[src/rtl/pipe_hazard_ctrl_pkg.sv]
// Shared types for the pipeline hazard controller: data-memory wait states and
// register index helpers.
package pipe_hazard_ctrl_pkg;

  typedef enum logic [1:0] {MW_IDLE, MW_WAIT, MW_ERR} memwait_e;

  typedef logic [4:0] reg_idx;

  localparam reg_idx REG_ZERO = 5'd0;

  // One source operand of the D instruction depends on the E destination.
  function automatic logic src_hit(input logic used, input reg_idx rs, input reg_idx rd);
    return used && (rs == rd);
  endfunction

endpackage

[src/rtl/pipe_hazard_ctrl_mem_wait_fsm.sv]
// Data-memory wait sequencer: tracks req/ack, counts wait cycles and latches a
// timeout error that only reset clears.
module mem_wait_fsm
  import pipe_hazard_ctrl_pkg::*;
#(
  parameter int unsigned MEM_TIMEOUT = 255
) (
  input  logic clk,
  input  logic rst,
  input  logic mem_req,
  input  logic dmem_ack,
  output logic memstall,
  output logic mem_err
);

  localparam logic [15:0] TIMEOUT = 16'(MEM_TIMEOUT);

  memwait_e    state, state_nxt;
  logic [15:0] wcnt, wcnt_nxt;

  // NOTE: state registers use non-blocking assignments so every flop samples
  // the pre-edge value of its inputs regardless of process ordering.
  always_ff @(posedge clk or negedge rst) begin
    if (!rst) begin
      state <= MW_IDLE;
      wcnt  <= '0;
    end else begin
      state <= state_nxt;
      wcnt  <= wcnt_nxt;
    end
  end

  // NOTE: every output of this block gets a default first, so no path leaves
  // a variable unassigned and no latch is inferred.
  always_comb begin
    state_nxt = state;
    wcnt_nxt  = wcnt;
    memstall  = 1'b0;
    case (state)
      MW_IDLE: begin
        if (mem_req && !dmem_ack) begin
          memstall  = 1'b1;
          state_nxt = MW_WAIT;
          wcnt_nxt  = 16'd1;
        end
      end
      MW_WAIT: begin
        if (dmem_ack) begin
          state_nxt = MW_IDLE;
          wcnt_nxt  = '0;
        end else begin
          memstall = 1'b1;
          if (wcnt == TIMEOUT) state_nxt = MW_ERR;
          else                 wcnt_nxt  = wcnt + 16'd1;
        end
      end
      MW_ERR:  memstall = 1'b1;
      default: state_nxt = MW_IDLE;
    endcase
  end

  assign mem_err = (state == MW_ERR);

endmodule

[src/rtl/pipe_hazard_ctrl.sv]
// Stall/flush sequencer for the 5-stage pipeline: memory wait, branch redirect
// and load-use priority. Optional perf counters under PIPE_PERF_CNT_EN.
module pipe_hazard_ctrl
  import pipe_hazard_ctrl_pkg::*;
#(
  parameter int unsigned MEM_TIMEOUT = 255
`ifdef PIPE_PERF_CNT_EN
  , parameter int unsigned CNT_W = 32
`endif
) (
  input  logic       clk,
  input  logic       rst,
  input  logic [4:0] rs1_D,
  input  logic [4:0] rs2_D,
  input  logic       rs1_used_D,
  input  logic       rs2_used_D,
  input  logic [4:0] rd_E,
  input  logic       ld_E,
  input  logic       br_taken_E,
  input  logic       mem_req_M,
  input  logic       dmem_ack,
  output logic       stall_F,
  output logic       stall_D,
  output logic       stall_E,
  output logic       stall_M,
  output logic       flush_D,
  output logic       flush_E,
  output logic       en_W,
  output logic       mem_err
`ifdef PIPE_PERF_CNT_EN
  , output logic [CNT_W-1:0] stall_cnt
  , output logic [CNT_W-1:0] flush_cnt
`endif
);

  logic memstall;
  logic loaduse;

  mem_wait_fsm #(.MEM_TIMEOUT(MEM_TIMEOUT)) u_mem_wait (
    .clk      (clk),
    .rst      (rst),
    .mem_req  (mem_req_M),
    .dmem_ack (dmem_ack),
    .memstall (memstall),
    .mem_err  (mem_err)
  );

  assign loaduse = ld_E && (rd_E != REG_ZERO) &&
                   (src_hit(rs1_used_D, rs1_D, rd_E) || src_hit(rs2_used_D, rs2_D, rd_E));

  // Priority: reset, memory stall (freezes E, so branch/load-use retry later),
  // branch (D holds a wrong-path instr), then load-use bubble.
  always_comb begin
    stall_F = 1'b0;
    stall_D = 1'b0;
    stall_E = 1'b0;
    stall_M = 1'b0;
    flush_D = 1'b0;
    flush_E = 1'b0;
    en_W    = 1'b1;
    if (!rst) begin
      flush_D = 1'b1;
      flush_E = 1'b1;
      en_W    = 1'b0;
    end else if (memstall) begin
      stall_F = 1'b1;
      stall_D = 1'b1;
      stall_E = 1'b1;
      stall_M = 1'b1;
      en_W    = 1'b0;
    end else if (br_taken_E) begin
      flush_D = 1'b1;
      flush_E = 1'b1;
    end else if (loaduse) begin
      stall_F = 1'b1;
      stall_D = 1'b1;
      flush_E = 1'b1;
    end
  end

`ifdef PIPE_PERF_CNT_EN
  // Saturating event counters; they stick at all-ones rather than wrap.
  always_ff @(posedge clk or negedge rst) begin
    if (!rst) begin
      stall_cnt <= '0;
      flush_cnt <= '0;
    end else begin
      if (stall_F && (stall_cnt != '1)) stall_cnt <= stall_cnt + 1'b1;
      if (flush_E && (flush_cnt != '1)) flush_cnt <= flush_cnt + 1'b1;
    end
  end
`endif

endmodule

[config.mk]
export PLATFORM = sky130hd
export DESIGN_NAME = pipe_hazard_ctrl
export DESIGN_NICKNAME = d
export VERILOG_FILES = /design/src/rtl/pipe_hazard_ctrl_pkg.sv /design/src/rtl/pipe_hazard_ctrl_mem_wait_fsm.sv /design/src/rtl/pipe_hazard_ctrl.sv
export SDC_FILE = /design/constraint.sdc
export NUM_CORES = 1
export LEC_CHECK = 0
export ABC_AREA = 0
export CORE_MARGIN = 3
export CORE_UTILIZATION = 49
export CTS_CLUSTER_SIZE = 20
export DETAILED_ROUTE_END_ITERATION = 7
export GPL_TIMING_DRIVEN = 1
export PLACE_DENSITY = 0.79
export SLEW_MARGIN = 30
export SYNTH_ARGS = -nofsm -noshare
export SYNTH_HDL_FRONTEND = slang
export SYNTH_HIERARCHICAL = 1
export SYNTH_SLANG_ARGS = --single-unit
[constraint.sdc]
create_clock -name clk -period 2.5 [get_ports clk]
set_input_delay 0.5 -clock clk [delete_from_list [all_inputs] [get_ports clk]]
set_output_delay 0.5 -clock clk [all_outputs]
set_load 0.02 [all_outputs]
==> results of run 1 <==
area by class of cell:
class                   instances  area [um^2]
repair buffers                 42          400
multi-input cells             115          832
clock buffers                   4         36.3
flip-flops and latches         18          450
inverters                      12         45.0
fillers                       182          721
well taps                      30         37.5
routing by layer:
layer	vias up	wire, um	part of all wire (%)	global-route usage, %
met3	13	221	5.8	3.12
met5	-	0	0	0
met2	63	2090	55	41.6
met4	0	77	2.0	9.60
met1	677	1410	37	29.0
li1	654	-	-	-
timing repair:
| item | in CTS | in global routing |
|---|---|---|
| pin swaps | 4 | 5 |
| endpoints found under the setup margin | 7 | 4 |
| gates resized for setup | 25 | 20 |
Yosys cell counts, drive strengths merged:
cell type and n:
nand4 8, xnor2 2, o21bai 1, a211oi 1, and3 3, nor3 7
a32oi 1, a22o 1, or4 4, ha 1, a21oi 5, o21ai 11
clkbuf 2, dfrtp 18, buf 6, or3b 1, and2 2, and4 2
inv 12, nor4 6, nor2 6, nand2b 2, o21ba 1, xor2 8
o21a 1, o31ai 3, a41oi 1, o221ai 4, nand3 7, mux2 1
nand2 9, a31oi 5, or3 1, o31a 1, a221o 2, nor2b 2
a21o 1, a211o 1, o41ai 3
cells in the final DEF, fill, tap and decap left out, types with 2 or more instances in the layout:
cell type,n
nor2_1,6
o21ai_0,7
nor3_1,6
nor4_2,2
o41ai_1,3
xor2_2,3
or4_1,3
a21oi_1,4
a31oi_1,5
xor2_1,5
dlygate4sd2_1,4
nor4_1,4
nand2b_1,2
clkdlybuf4s15_1,3
xnor2_1,2
dfrtp_1,18
nor2b_1,2
nand4_1,8
inv_1,12
o31ai_2,2
nand2_1,9
nand3_1,6
a221o_1,2
buf_4,15
o221ai_1,4
o21ai_1,3
clkbuf_4,3
clkdlybuf4s50_1,11
dlymetal6s2s_1,9
flip-flops by register name, indices dropped and copies added, names as in the netlist:
register          count
u_mem_wait/wcnt      16
u_mem_wait/state      2
cells by family after synthesis:
family	count (synthesis)	share of synthesized area (%)
AO/OA/AOI/OAI	43	23.4
AND/OR/NAND/NOR	60	27.1
flip-flops	18	33.9
XOR/XNOR	10	6.60
adder cells (fa/ha/maj)	1	0.942
multiplexers	1	0.848
buffers and inverters	20	7.16
final timing paths:
kind                                                   endpoint  cells after the start
worst min register to register   u_mem_wait/wcnt[3]$_DFFE_PN0P_                      1
worst min-delay path             u_mem_wait/wcnt[6]$_DFFE_PN0P_                      2
worst max-delay path                                    stall_M                      8
worst max register to register   u_mem_wait/wcnt[0]$_DFFE_PN0P_                      4
min in group clk                 u_mem_wait/wcnt[3]$_DFFE_PN0P_                      1
max in group asynchronous       u_mem_wait/wcnt[10]$_DFFE_PN0P_                      3
report_power, final:
part / internal [mW] / leakage [nW] / switching [mW] / total [mW]
clock network: 0.0888 / 0.0210 / 0.0925 / 0.181
logic: 0.0910 / 0.531 / 0.0907 / 0.182
registers: 0.311 / 0.244 / 0.0269 / 0.337
total: 0.490 / 0.797 / 0.210 / 0.700
worst max-delay path, stage by stage:
cell and delay (ps):
clkdlybuf4s50_1 490, nor2_1 50, o21ai_1 120, nand2_1 120, buf_4 160, nand2_1 100, inv_1 60, dlygate4sd2_1 320
through the flow:
stage,power (mW),instances
finish,0.700,221
global placement,0.514,217
floorplan,0.431,153
CTS,0.700,221
detailed placement,0.523,217
global route,0.735,221
==> summary.txt, run 1 <==
Outcome
  • Run status: finished clean

Clocking
  • Clock slew at reported path FFs: about 110 ps
  • Cts hold-fix bufs: 0
  • Clk sinks: 18
  • H-tree depth: 1
  • CTS Root Cell: clkbuf_4
  • Setup Buffers After CTS: 0
  • Longest Clk Path Bufs: 2
  • Insertion delay to the later sink of the worst-skew pair: about 300 ps
  • CTS buffer count: 3
  • CTS tree: built

Routing
  • DR vias/cell: between 6 and 7
  • Wire per inst: roughly 17 um
  • Vias: around 1.4k
  • DRC violations left: 0
  • DRT Pass-1 Iters: 4
  • Routed Antenna Nets: 0
  • Initial drt markers: between 50 and 60
  • Post-Route WL: 3790 um

Timing
  • Post-Route Skew: 5.56 ps
  • Final Hold Viols: 0
  • Tmin final: between 2000 and 2500 ps
  • Tcrit/Tclk final: between 90 and 100%
  • RSZ-0062 raised after global routing: false
  • Worst-margin pin slew: between 400 and 500 ps
  • Rel. slew slack: a little over two thirds
  • Final Max Slew Viols: 0
  • Final hold slack: 539 ps
  • F_max: 0.416 GHz
  • Total negative slack: 0 ps
  • PnR worst setup slack: between 90 and 100 ps
  • # setup viols final: 0

Critical path
  • Element type at the critical path start: primary input
  • Setup slack, reg-to-reg: 390 ps
  • Setup CP Type: in -> out
  • Crit end category: output port
  • Req. time, crit path: roughly 2000 ps
  • Worst Setup SP: dmem_ack
  • CP Max Fanout: 3
  • Worst r2r src: u_mem_wait/wcnt[9]$_DFFE_PN0P_
  • Crit path DAT: 1910 ps

Power
  • Leak pwr: between 0.7 and 0.8 nW
  • Peak supply drop: between 0.0004 and 0.0005 V
  • Power Density: around 390 mW/mm^2

Yosys
  • Syn_nets: 177
  • Cell taking the most area after synthesis: dfrtp_1
  • Synth Instances: between 150 and 200
  • Synth top area share: 33.9%
  • Most area-consuming cells after synthesis: dfrtp_1, xor2_1, nand4_1, o21ai_0, inv_1
  • Sequential share of the synthesized area: about 34%
  • Netlist Area Pre-Place: 0.00133 mm^2
  • Yosys warns: 6
  • Synthesized area per cell: slightly below 9 um^2
  • Library cells used by synthesis: 50
  • Synthesis-stage register bit count: 18

Floorplan
  • Core Box Area: roughly 0.0025 mm^2
  • DIE HEIGHT: just under 60 um
  • Num rows: 18
  • Die area: around 0.0034 mm^2
  • IO Count: 31
  • Initial core utilization: a little over half
  • Chip width: approximately 58 um

Place
  • Port-buffer cells: 30
  • GPL Wtd Cong: 0.932
  • HPWL after DPL: 2810 um
  • Place WS: -567 ps
  • Placed cell area: 0.00171 mm^2

Global routing
  • First-pass GRT wire length: a little over 6000 um
  • Grt total ovfl: 0
  • Largest net degree at the start of global routing: 14
  • Initial antenna violation count: 0
  • Vias in the first global route: ~1.3k
  • GRT Overall Usage: a little under a quarter

Cells and area
  • Final std cell area, no fill: around 0.0018 mm^2
  • Final Core Density: a little under three quarters
  • Area delta synth->final: 35.7%
  • Fin nets: between 200 and 250
  • Share of layout cells above drive strength 1: about a fifth
  • Ant. Diodes: 0

Worst hold path
  • Tightest Hold Check Type: in -> async

Job
  • Max-Cap Viols: 0
(Power assumes the default switching activity.)
==> run 2: changes to the inputs <==
--- a/config.mk
+++ b/config.mk
@@ -6,12 +6,13 @@
 export NUM_CORES = 1
 export LEC_CHECK = 0
 export ABC_AREA = 0
+export CORE_ASPECT_RATIO = 0.7
 export CORE_MARGIN = 3
 export CORE_UTILIZATION = 49
 export CTS_CLUSTER_SIZE = 20
 export DETAILED_ROUTE_END_ITERATION = 7
 export GPL_TIMING_DRIVEN = 1
-export PLACE_DENSITY = 0.79
+export PLACE_DENSITY = 0.87
 export SLEW_MARGIN = 30
 export SYNTH_ARGS = -nofsm -noshare
 export SYNTH_HDL_FRONTEND = slang
==> run 2 against run 1 <==
Wire length up 1.7%; setup slack better by 17 ps; critical path type unchanged; clock-buffer cell count unchanged; register-to-register slack worse by 50 ps; non-clock buffer count down 4; die area up 0.30%; sequential cell count unchanged; hold slack better by 5.5 ps; critical endpoint is now flush_E; global-route usage up 0.79 points.
==> summary.txt, run 2 (synthesized netlist as in run 1, its figures left out) <==
Outcome
  • Run status: finished clean

Floorplan
  • Num rows: 15 (-3)
  • Die area: 0.00338 mm^2 (+0.30%)
  • Chip width: 68.2 um (+18%)
  • Core Box Area: 0.00251 mm^2 (-0.30%)
  • DIE HEIGHT: 49.6 um (-15%)
  • Initial core utilization: 52.8% (+0.16 points)
  • IO Count: 31 (unchanged)

Critical path
  • Setup slack, reg-to-reg: 340 ps (-50 ps)
  • Element type at the critical path start: primary input
  • Setup CP Type: in -> out
  • Worst r2r src: u_mem_wait/wcnt[9]$_DFFE_PN0P_
  • CP Max Fanout: 3 (unchanged)
  • Crit end category: output port
  • Reg-to-reg endpoint: u_mem_wait/wcnt[15]$_DFFE_PN0P_
  • Reg2Reg Depth: 4 (unchanged)
  • Crit path DAT: 1890 ps (-20 ps)
  • Req. time, crit path: 2000 ps (about the same)

Timing
  • # setup viols final: 0 (unchanged)
  • Worst-margin pin slew: 500 ps (+45.0 ps)
  • PnR worst setup slack: 111 ps (+16.7 ps)
  • Post-Route Skew: 0.967 ps (-4.59 ps)
  • Final Max Slew Viols: 0 (unchanged)
  • Final Hold Viols: 0 (unchanged)
  • Tcrit/Tclk final: 95.5% (-0.67 points)
  • Rel. slew slack: 66.4% (-2.9 points)
  • RSZ-0062 raised after global routing: false
  • F_max: 0.419 GHz (+0.70%)
  • Total negative slack: 0 ps (unchanged)
  • Tmin final: 2390 ps (-16.7 ps)

Global routing
  • Global route hottest layer: met2
  • Met2 Usage GRT: 38.7% (-2.9 points)
  • Initial antenna violation count: 0 (unchanged)
  • Largest net degree at the start of global routing: 14 (unchanged)
  • GRT Overall Usage: 24.5% (+0.79 points)
  • Grt total ovfl: 0 (unchanged)
  • Vias in the first global route: 1320 (-0.38%)
  • First-pass GRT wire length: 6310 um (+3.0%)
  • GR met1 Demand/Resource: 33.5% (+4.5 points)
  • Met3 Use GR: 6.15% (+3.0 points)

Cells and area
  • Area delta synth->final: 32.8%
  • Most common cell after layout, fill and taps aside: dfrtp_1
  • Non-Filler Instances: 221 (unchanged)
  • Top flop regs: u_mem_wait/wcnt x16, u_mem_wait/state x2
  • Most frequent cells in the layout: dfrtp_1, inv_1, clkdlybuf4s50_1
  • Largest Register: u_mem_wait/wcnt
  • Fin nets: 212 (-1.9%)
  • Share of layout cells above drive strength 1: 15.5% (-3.9 points)
  • Ant. Diodes: 0 (unchanged)
  • Largest register FFs: 16 (unchanged)

Routing
  • Post-Route WL: 3860 um (+1.7%)
  • Initial drt markers: 138 (+170%)
  • Routed Antenna Nets: 0 (unchanged)
  • DRT Pass-1 Iters: 4 (unchanged)
  • DR vias/cell: 6.35 (-0.21%)
  • DRC violations left: 0 (unchanged)
  • Vias: 1404 (-0.21%)
  • Wire per inst: 17.5 um (+1.7%)

Worst hold path
  • Hold Path Depth: 1
  • Worst Hold Endpoint: u_mem_wait/state[0]$_DFFE_PN0P_
  • Tightest Hold Check Type: reg -> reg
  • Worst hold start: u_mem_wait/state[0]$_DFFE_PN0P_

Clocking
  • Clock slew at reported path FFs: 70 ps (-40 ps)
  • CTS Root Cell: clkbuf_8
  • Insertion delay to the later sink of the worst-skew pair: 260 ps (-40 ps)
  • Longest Clk Path Bufs: 2 (unchanged)
  • CTS buffer count: 3 (unchanged)
  • Clk sinks: 18 (unchanged)
  • Setup Buffers After CTS: 0 (unchanged)
  • CTS tree: built
  • H-tree depth: 1 (unchanged)
  • Cts hold-fix bufs: 0 (unchanged)

Power
  • Leak pwr: 0.774 nW (-2.9%)
  • NetSw: 0.224 mW (+6.8%)
  • Gate power share: 23.3% (-2.6 points)
  • Sequential Power Share: 44.9% (-3.3 points)
  • Clock power frac: 31.8% (+5.9 points)
  • Tot Pwr: 0.760 mW (+8.5%)
  • Power Density: 431 mW/mm^2 (+11%)
  • Peak supply drop: 0.000348 V (-18%)
  • P_int: 0.536 mW (+9.3%)
  • Sw Share: 29.5% (-0.49 points)

Job
  • Max-Cap Viols: 0 (unchanged)

Place
  • GPL Wtd Cong: 0.892 (-4.2%)
  • Placed insts: 217 (unchanged)
  • Port-buffer cells: 30 (unchanged)
  • HPWL after DPL: 2870 um (+2.1%)
  • Place WS: -624 ps (-57.9 ps)
==> run 2: what timing repair did <==
item                       4_1_cts  5_1_grt
hold endpoints to repair         0        0
pin swaps                        4        4
resized for setup               27       10
setup endpoints to repair        7        3
==> run 2: worst max path at each step <==
stage,slack [ps],start,cells past startpoint,to
after floorplan,50,mem_req_M,5,stall_F
after global placement,-460,rd_E[1],6,stall_F
after detailed placement,-620,rd_E[2],6,stall_D
after CTS,6,rs1_D[2],6,stall_D
after global routing,9,rd_E[1],6,flush_E
final,110,rd_E[4],6,flush_E
==> run 2: stage by stage <==
step / area [um^2] / hold WS [ps] / util, %
2_1_floorplan: 1330 / 204 / -
3_3_place_gp: 1690 / 507 / 67.0
3_5_place_dp: 1690 / 535 / 67.0
4_1_cts: 1730 / 546 / 69.0
5_1_grt: 1760 / 580 / 70.1
6_report: 1760 / 544 / 70.1
==> run 2: metal layers <==
metal	wire length (um)	part of all wire (%)	up-vias
li1	-	-	653
met5	0	0	-
met4	69	1.8	0
met3	281	7.3	9
met1	1630	42	678
met2	1880	49	64
==> run 2: area by class of cell <==
class	count	area [um^2]
multi-input combinational	115	808
fill	203	752
sequential	18	450
timing repair buffer	38	362
clock buffer	4	55.1
inverter	12	45.0
tap	34	42.5
==> run 2: power by group through the flow <==
| stage | Combinational [mW] | Sequential, mW | Clock [mW] |
|---|---|---|---|
| 6_report | 0.177 | 0.342 | 0.242 |
| 3_3_place_gp | 0.170 | 0.340 | 0 |
| 4_1_cts | 0.176 | 0.339 | 0.243 |
| 5_1_grt | 0.193 | 0.343 | 0.262 |
| 2_1_floorplan | 0.0966 | 0.334 | 0 |
| 3_5_place_dp | 0.179 | 0.344 | 0 |
==> run 2: critical path, cell delays in order <==
cell           delay [ps]
dlygate4sd2_1         280
xor2_1                190
nor4_2                250
a32oi_2               200
o31ai_1               260
buf_2                 210
==> run 3: changes to the inputs <==
--- a/config.mk
+++ b/config.mk
@@ -9,6 +9,7 @@
 export CORE_ASPECT_RATIO = 0.7
 export CORE_MARGIN = 3
 export CORE_UTILIZATION = 49
+export CTS_CLUSTER_DIAMETER = 100
 export CTS_CLUSTER_SIZE = 20
 export DETAILED_ROUTE_END_ITERATION = 7
 export GPL_TIMING_DRIVEN = 1
==> results of run 3 <==
Same layout as run 2: the final DEF is identical, and so are final timing and power.
